File: src/rtl/alu_operand_stage.sv
// Operand-preparation stage ahead of the ALU: two-entry skid buffer (MAIN/SKID)
// that builds R2/R3 from register data, immediates and writeback forwarding.
module alu_operand_stage #(
  parameter int word_size = 32,
  parameter int addr_size = 5
) (
  input  logic                 clk,
  input  logic                 rst,
  input  logic                 in_valid,
  output logic                 in_ready,
  input  logic [3:0]           in_opcode,
  input  logic [1:0]           in_aluop,
  input  logic [addr_size-1:0] in_rs_addr,
  input  logic [addr_size-1:0] in_rt_addr,
  input  logic [addr_size-1:0] in_rd_addr,
  input  logic [word_size-1:0] in_rs_data,
  input  logic [word_size-1:0] in_rt_data,
  input  logic [15:0]          in_imm,
  input  logic                 in_use_imm,
  input  logic                 in_sext,
  input  logic                 fwd_en,
  input  logic [addr_size-1:0] fwd_addr,
  input  logic [word_size-1:0] fwd_data,
  input  logic                 flush,
  output logic                 out_valid,
  input  logic                 out_ready,
  output logic [word_size-1:0] alu_r2,
  output logic [word_size-1:0] alu_r3,
  output logic [1:0]           alu_aluop,
  output logic [3:0]           alu_opcode,
  output logic [addr_size-1:0] out_rd_addr
);

  typedef enum logic [1:0] {EMPTY, ONE, TWO} state_e;

  typedef struct packed {
    logic [word_size-1:0] r2;
    logic [word_size-1:0] r3;
    logic [addr_size-1:0] rs_addr;
    logic [addr_size-1:0] rt_addr;
    logic [addr_size-1:0] rd_addr;
    logic                 r3_imm;
    logic [1:0]           aluop;
    logic [3:0]           opcode;
  } entry_t;

  state_e state_q, state_d;
  logic   in_ready_q, in_ready_d;
  entry_t main_q, main_d;
  entry_t skid_q, skid_d;
  entry_t new_e, main_fw, skid_fw;
  logic   in_fire, out_fire;
  logic   fwd_live;

  // Valid/ready: a transfer happens on a cycle where both valid and ready are
  // high at the rising edge; valid never depends combinationally on ready.
  assign in_fire  = in_valid & in_ready_q;
  assign out_fire = (state_q != EMPTY) & out_ready;
  assign fwd_live = fwd_en & (fwd_addr != '0);

  always_comb begin
    new_e         = '0;
    new_e.rs_addr = in_rs_addr;
    new_e.rt_addr = in_rt_addr;
    new_e.rd_addr = in_rd_addr;
    new_e.r3_imm  = in_use_imm;
    new_e.aluop   = in_aluop;
    new_e.opcode  = in_opcode;
    new_e.r2      = (fwd_live && fwd_addr == in_rs_addr) ? fwd_data : in_rs_data;
    if (in_use_imm)
      new_e.r3 = in_sext ? {{(word_size-16){in_imm[15]}}, in_imm}
                         : {{(word_size-16){1'b0}}, in_imm};
    else
      new_e.r3 = (fwd_live && fwd_addr == in_rt_addr) ? fwd_data : in_rt_data;
  end

  // Held entries keep tracking writebacks so they never go stale while stalled.
  always_comb begin
    main_fw = main_q;
    skid_fw = skid_q;
    if (fwd_live && state_q != EMPTY) begin
      if (main_q.rs_addr == fwd_addr) main_fw.r2 = fwd_data;
      if (!main_q.r3_imm && main_q.rt_addr == fwd_addr) main_fw.r3 = fwd_data;
    end
    if (fwd_live && state_q == TWO) begin
      if (skid_q.rs_addr == fwd_addr) skid_fw.r2 = fwd_data;
      if (!skid_q.r3_imm && skid_q.rt_addr == fwd_addr) skid_fw.r3 = fwd_data;
    end
  end

  always_comb begin
    state_d = state_q;
    main_d  = main_fw;
    skid_d  = skid_fw;
    case (state_q)
      EMPTY: begin
        if (in_fire) begin
          main_d  = new_e;
          state_d = ONE;
        end
      end
      ONE: begin
        if (in_fire && out_fire) begin
          main_d = new_e;
        end else if (in_fire) begin
          skid_d  = new_e;
          state_d = TWO;
        end else if (out_fire) begin
          state_d = EMPTY;
        end
      end
      TWO: begin
        if (out_fire) begin
          main_d  = skid_fw;
          state_d = ONE;
        end
      end
      default: state_d = EMPTY;
    endcase
    in_ready_d = (state_d != TWO);
    // Flush from TWO leaves in_ready low for one extra cycle.
    if (flush) begin
      state_d    = EMPTY;
      main_d     = main_q;
      skid_d     = skid_q;
      in_ready_d = (state_q != TWO);
    end
  end

  always_ff @(posedge clk) begin
    if (rst) begin
      state_q    <= EMPTY;
      in_ready_q <= 1'b0;
      main_q     <= '0;
      skid_q     <= '0;
    end else begin
      state_q    <= state_d;
      in_ready_q <= in_ready_d;
      main_q     <= main_d;
      skid_q     <= skid_d;
    end
  end

  assign in_ready    = in_ready_q;
  assign out_valid   = (state_q != EMPTY);
  assign alu_r2      = main_q.r2;
  assign alu_r3      = main_q.r3;
  assign alu_aluop   = main_q.aluop;
  assign alu_opcode  = main_q.opcode;
  assign out_rd_addr = main_q.rd_addr;

endmodule

File: config.mk
export PLATFORM = sky130hd
export DESIGN_NAME = alu_operand_stage
export DESIGN_NICKNAME = d
export VERILOG_FILES = /design/src/rtl/alu_operand_stage.sv
export SDC_FILE = /design/constraint.sdc
export NUM_CORES = 1
export LEC_CHECK = 0
export BUFFER_PORTS_ARGS = -buffer_cell sky130_fd_sc_hd__buf_2
export CAP_MARGIN = 20
export CELL_PAD_IN_SITES_DETAIL_PLACEMENT = 2
export CELL_PAD_IN_SITES_GLOBAL_PLACEMENT = 2
export CORE_MARGIN = 2
export CORE_UTILIZATION = 35
export DETAILED_ROUTE_END_ITERATION = 12
export PLACE_DENSITY_LB_ADDON = 0.1
export SETUP_SLACK_MARGIN = 0.4
export SKIP_LAST_GASP = 1
export SYNTH_ARGS = -nofsm -noshare
export SYNTH_HDL_FRONTEND = slang
export SYNTH_SLANG_ARGS = --single-unit
File: constraint.sdc
create_clock -name clk -period 5.9 [get_ports clk]
set_clock_uncertainty 0.2 [all_clocks]
set_input_delay 0.295 -clock clk [delete_from_list [all_inputs] [get_ports clk]]
set_output_delay 0.295 -clock clk [all_outputs]
set_load 0.01 [all_outputs]
==> impl_metrics.json <==
{
  "multi_input_comb_area_mm2": 0.00631,
  "final.setup.tns_ns": 0,
  "die-area_mm2": 0.0322,
  "r2r-start": "skid_fw[15]",
  "vertical_die_dimension_um": 179,
  "synth.ff_latch_count": 175,
  "port_buffers": 222,
  "grt_start_max_net_pins": 85,
  "number_of_synthesized_flops_with_an_enable_pin": 0,
  "crit_start": "in_rt_addr[0]",
  "core_region_area_mm2": 0.0304,
  "worstSkewPairLatency_ns": 0.45,
  "synth_top_area_share_pct": 32.6,
  "startpoint_type_of_the_worst_setup_path": "primary input",
  "postPlaceCellArea_mm2": 0.0118,
  "clockBufferDepth": 2,
  "drt-initial-drc-count": 499,
  "cts_tree": "yes",
  "slew_at_the_pin_closest_to_its_max_slew_limit_ns": 1.08,
  "period_needed_ns": 3.54,
  "rsz0062_at_grt": "no",
  "synth_sequential_area_ratio_pct": 32.6,
  "critPathArrivalTime_ns": 3.63,
  "layout.filler_cells": 3534,
  "pre_cts_ws_ns": 2.37,
  "setup.worst_path.class": "in -> reg",
  "final_max_slew_viols": 0,
  "global_router_s_overall_resource_usage_pct": 25.9,
  "grt_first_pass_wirelength_um": 64300,
  "outcome": "complete, no violations",
  "layout.nets": 1580,
  "initial_utilization_pct": 35.4,
  "finalWirelength_um": 41700,
  "ys_async_sr_fraction_pct": 0,
  "p_per_area_mw_per_mm2": 225,
  "grt_pass1_vias": 11100,
  "boundaryPins": 223,
  "leading_area_contributor_after_synthesis": "sky130_fd_sc_hd__dfxtp_1",
  "viasPerCell": 5.70,
  "grt_antenna_before_repair": 3,
  "place.detailed.hpwl_um": 27100,
  "final-setup-viol-count": 0,
  "cp.required_ns": 5.99,
  "worstRegToRegCells": 7,
  "post_synth_most_frequent_cells": "sky130_fd_sc_hd__dfxtp_1, sky130_fd_sc_hd__nor2_1, sky130_fd_sc_hd__a21oi_1",
  "ir_worst_vdd_mv": 0.141,
  "synth_area_mm2": 0.0108,
  "numCtsBuffers": 17,
  "dr.pass1.iters": 4,
  "critical_path.endpoint": "alu_r3[13]",
  "route.detailed.drc": 0,
  "core.rowCount": 64,
  "syn_inst": 1285,
  "power.static_leakage_nw": 4.88,
  "layout-drive-gt1-share_pct": 22.7,
  "hold_ws_ns": 0.0181,
  "post_synth.cell_area_avg_um2": 8.37,
  "final_antenna_net_count": 0,
  "maxCapViolCount": 0,
  "final.period_utilization_pct": 59.9,
  "route.detailed.wl_per_inst_um": 22.6,
  "postSynthNetCount": 1431,
  "worst_slack_ns": 2.36,
  "synth-main-ff-cell": "sky130_fd_sc_hd__dfxtp_1",
  "grt.overflow.total": 0,
  "max_slew_margin_pct": 27.6,
  "ys_top_cells_by_area": "sky130_fd_sc_hd__dfxtp_1, sky130_fd_sc_hd__mux2i_1, sky130_fd_sc_hd__mux2_1, sky130_fd_sc_hd__a21oi_1, sky130_fd_sc_hd__nor2_1",
  "post_synth_num_cell_types": 50,
  "area_delta_synth_final_pct": 17.1,
  "fmax_mhz": 283,
  "crit-reg2reg-capture": "skid_q[36]",
  "worstPathMaxFanout": 32,
  "path_clk_slew_ns": 0.08,
  "worstHoldPathType": "in -> reg",
  "clock_root_buffer": "sky130_fd_sc_hd__clkbuf_16",
  "r2r_setup_slack_ns": 2.54,
  "final-hold-violation-count": 0,
  "design_area_mm2": 0.0126,
  "routed-via-count": 10500,
  "cp-end-kind": "register",
  "gp_congestion": 0.795,
  "die_width_um": 179,
  "numClockSinks": 175,
  "layout.area.seq_mm2": 0.00350,
  "cts-htree-levels": 4,
  "yosysWarnings": 0,
  "synth.most_common_cell": "sky130_fd_sc_hd__dfxtp_1"
}
[sequential cells by signal, summed over array words and instances (netlist names)]
name         flops
alu_aluop        2
alu_opcode       4
alu_r2          32
alu_r3          32
in_ready         1
main_fw         11
out_rd_addr      5
skid_fw         22
skid_q          64
state_q          2
[cell usage in the layout, fill, tap and decap left out, types with 2 or more instances in the layout]
cell type                       synthesis  final
sky130_fd_sc_hd__a221oi_1              22     22
sky130_fd_sc_hd__inv_6                  0      5
sky130_fd_sc_hd__nor2_1               146    141
sky130_fd_sc_hd__a41oi_1               19     19
sky130_fd_sc_hd__or2_2                  2      2
sky130_fd_sc_hd__a22oi_1               54     54
sky130_fd_sc_hd__buf_4                 20     19
sky130_fd_sc_hd__and4_4                 2      2
sky130_fd_sc_hd__dfxtp_1              175    175
sky130_fd_sc_hd__nand2b_1               5      5
sky130_fd_sc_hd__a311oi_1              16     16
sky130_fd_sc_hd__nor2b_1               31     31
sky130_fd_sc_hd__o22ai_1               34     34
sky130_fd_sc_hd__mux2_1                60     60
sky130_fd_sc_hd__dlygate4sd3_1          0     22
sky130_fd_sc_hd__mux2_2                16     16
sky130_fd_sc_hd__xor2_1                28     28
sky130_fd_sc_hd__xnor2_1                2      2
sky130_fd_sc_hd__nand3_1                7      7
sky130_fd_sc_hd__nand2_1               99     98
sky130_fd_sc_hd__o21ai_2               10     10
sky130_fd_sc_hd__a21oi_1              127    127
sky130_fd_sc_hd__clkbuf_1              83      2
sky130_fd_sc_hd__nor2_4                 1      3
sky130_fd_sc_hd__mux2i_1               97     97
sky130_fd_sc_hd__inv_8                  0      4
sky130_fd_sc_hd__a221oi_2              10     10
sky130_fd_sc_hd__diode_2                0      2
sky130_fd_sc_hd__nor3_1                 4      3
sky130_fd_sc_hd__clkbuf_16              0     17
sky130_fd_sc_hd__clkinv_4               0      2
sky130_fd_sc_hd__o31a_1                32     32
sky130_fd_sc_hd__buf_2                  7    220
sky130_fd_sc_hd__nor4_1                 2      2
sky130_fd_sc_hd__a221o_1               31     31
sky130_fd_sc_hd__nor2_2                 0      3
sky130_fd_sc_hd__o21ai_1               35     35
sky130_fd_sc_hd__inv_1                 68     68
[worst min-delay path by stage]
stage | start | to | slack, ns | cells past startpoint
3_3_place_gp | skid_fw[5] | skid_fw[5] | 0.24 | 2
2_1_floorplan | out_ready | state_q[1] | 0.17 | 1
6_report | fwd_data[18] | skid_q[72] | 0.02 | 2
4_1_cts | fwd_data[22] | skid_q[76] | 0.002 | 2
5_1_grt | fwd_data[20] | skid_q[74] | 0.01 | 2
3_5_place_dp | skid_fw[7] | skid_fw[7] | 0.25 | 2
[metal layers]
| metal | share of wire (%) | up-vias | GRT usage (%) |
|---|---|---|---|
| li1 | - | 4930 | - |
| met1 | 46 | 5336 | 33.6 |
| met2 | 48 | 205 | 44.7 |
| met3 | 3.9 | 40 | 3.82 |
| met4 | 1.9 | 0 | 7.22 |
| met5 | 0 | - | 0 |
[cell type report]
| cell class | instances | area share (%) |
|---|---|---|
| inverters | 68 | 2.03 |
| well taps | 396 | 3.93 |
| flip-flops and latches | 175 | 27.8 |
| repair buffers | 262 | 11.7 |
| clock buffers | 19 | 3.44 |
| multi-input cells | 910 | 50.1 |
| diodes | 2 | 0.0397 |
| clock inverters | 13 | 0.943 |
[power breakdown]
group	internal [W]	leakage, nW	switching (W)
Clock	0.000559	0.271	0.000561
Sequential	0.00122	1.43	0.0000305
Combinational	0.000177	3.18	0.000286
[logic make-up (layout without fill, tap and decap cells)]
logic type	count (synthesis)	in the layout	share of synthesized area [%]
other	0	2	0
muxes	173	173	17.0
xor gates and xnor gates	30	30	2.44
AOI/OAI and AO/OA	397	397	26.2
buffers and inverters	200	362	9.08
and+or+nand+nor	310	310	12.7
DFF	175	175	32.6
[critical path: stages]
cell	delay [ns]
sky130_fd_sc_hd__dlygate4sd3_1	0.53
sky130_fd_sc_hd__buf_2	0.15
sky130_fd_sc_hd__xor2_1	0.18
sky130_fd_sc_hd__nor2_2	0.78
sky130_fd_sc_hd__and3_2	1.00
sky130_fd_sc_hd__mux2_2	0.43
sky130_fd_sc_hd__o21ai_1	0.14
sky130_fd_sc_hd__a311oi_1	0.11
[timing repair]
action / CTS / global route
buffers inserted: 0 / 0
hold buffers: 22 / 0
endpoints found under the setup margin: 0 / 0
resized for setup: 0 / 0
hold endpoints to repair: 22 / 0
[through the flow]
step,util (%),cells,total power [W]
6_report,41.4,1845,0.00283
5_1_grt,41.4,1844,0.00297
4_1_cts,41.4,1843,0.00287
3_5_place_dp,38.8,1789,0.00173
3_3_place_gp,38.8,1789,0.00171
2_1_floorplan,-,1285,0.00153
(Power assumes the default switching activity.)
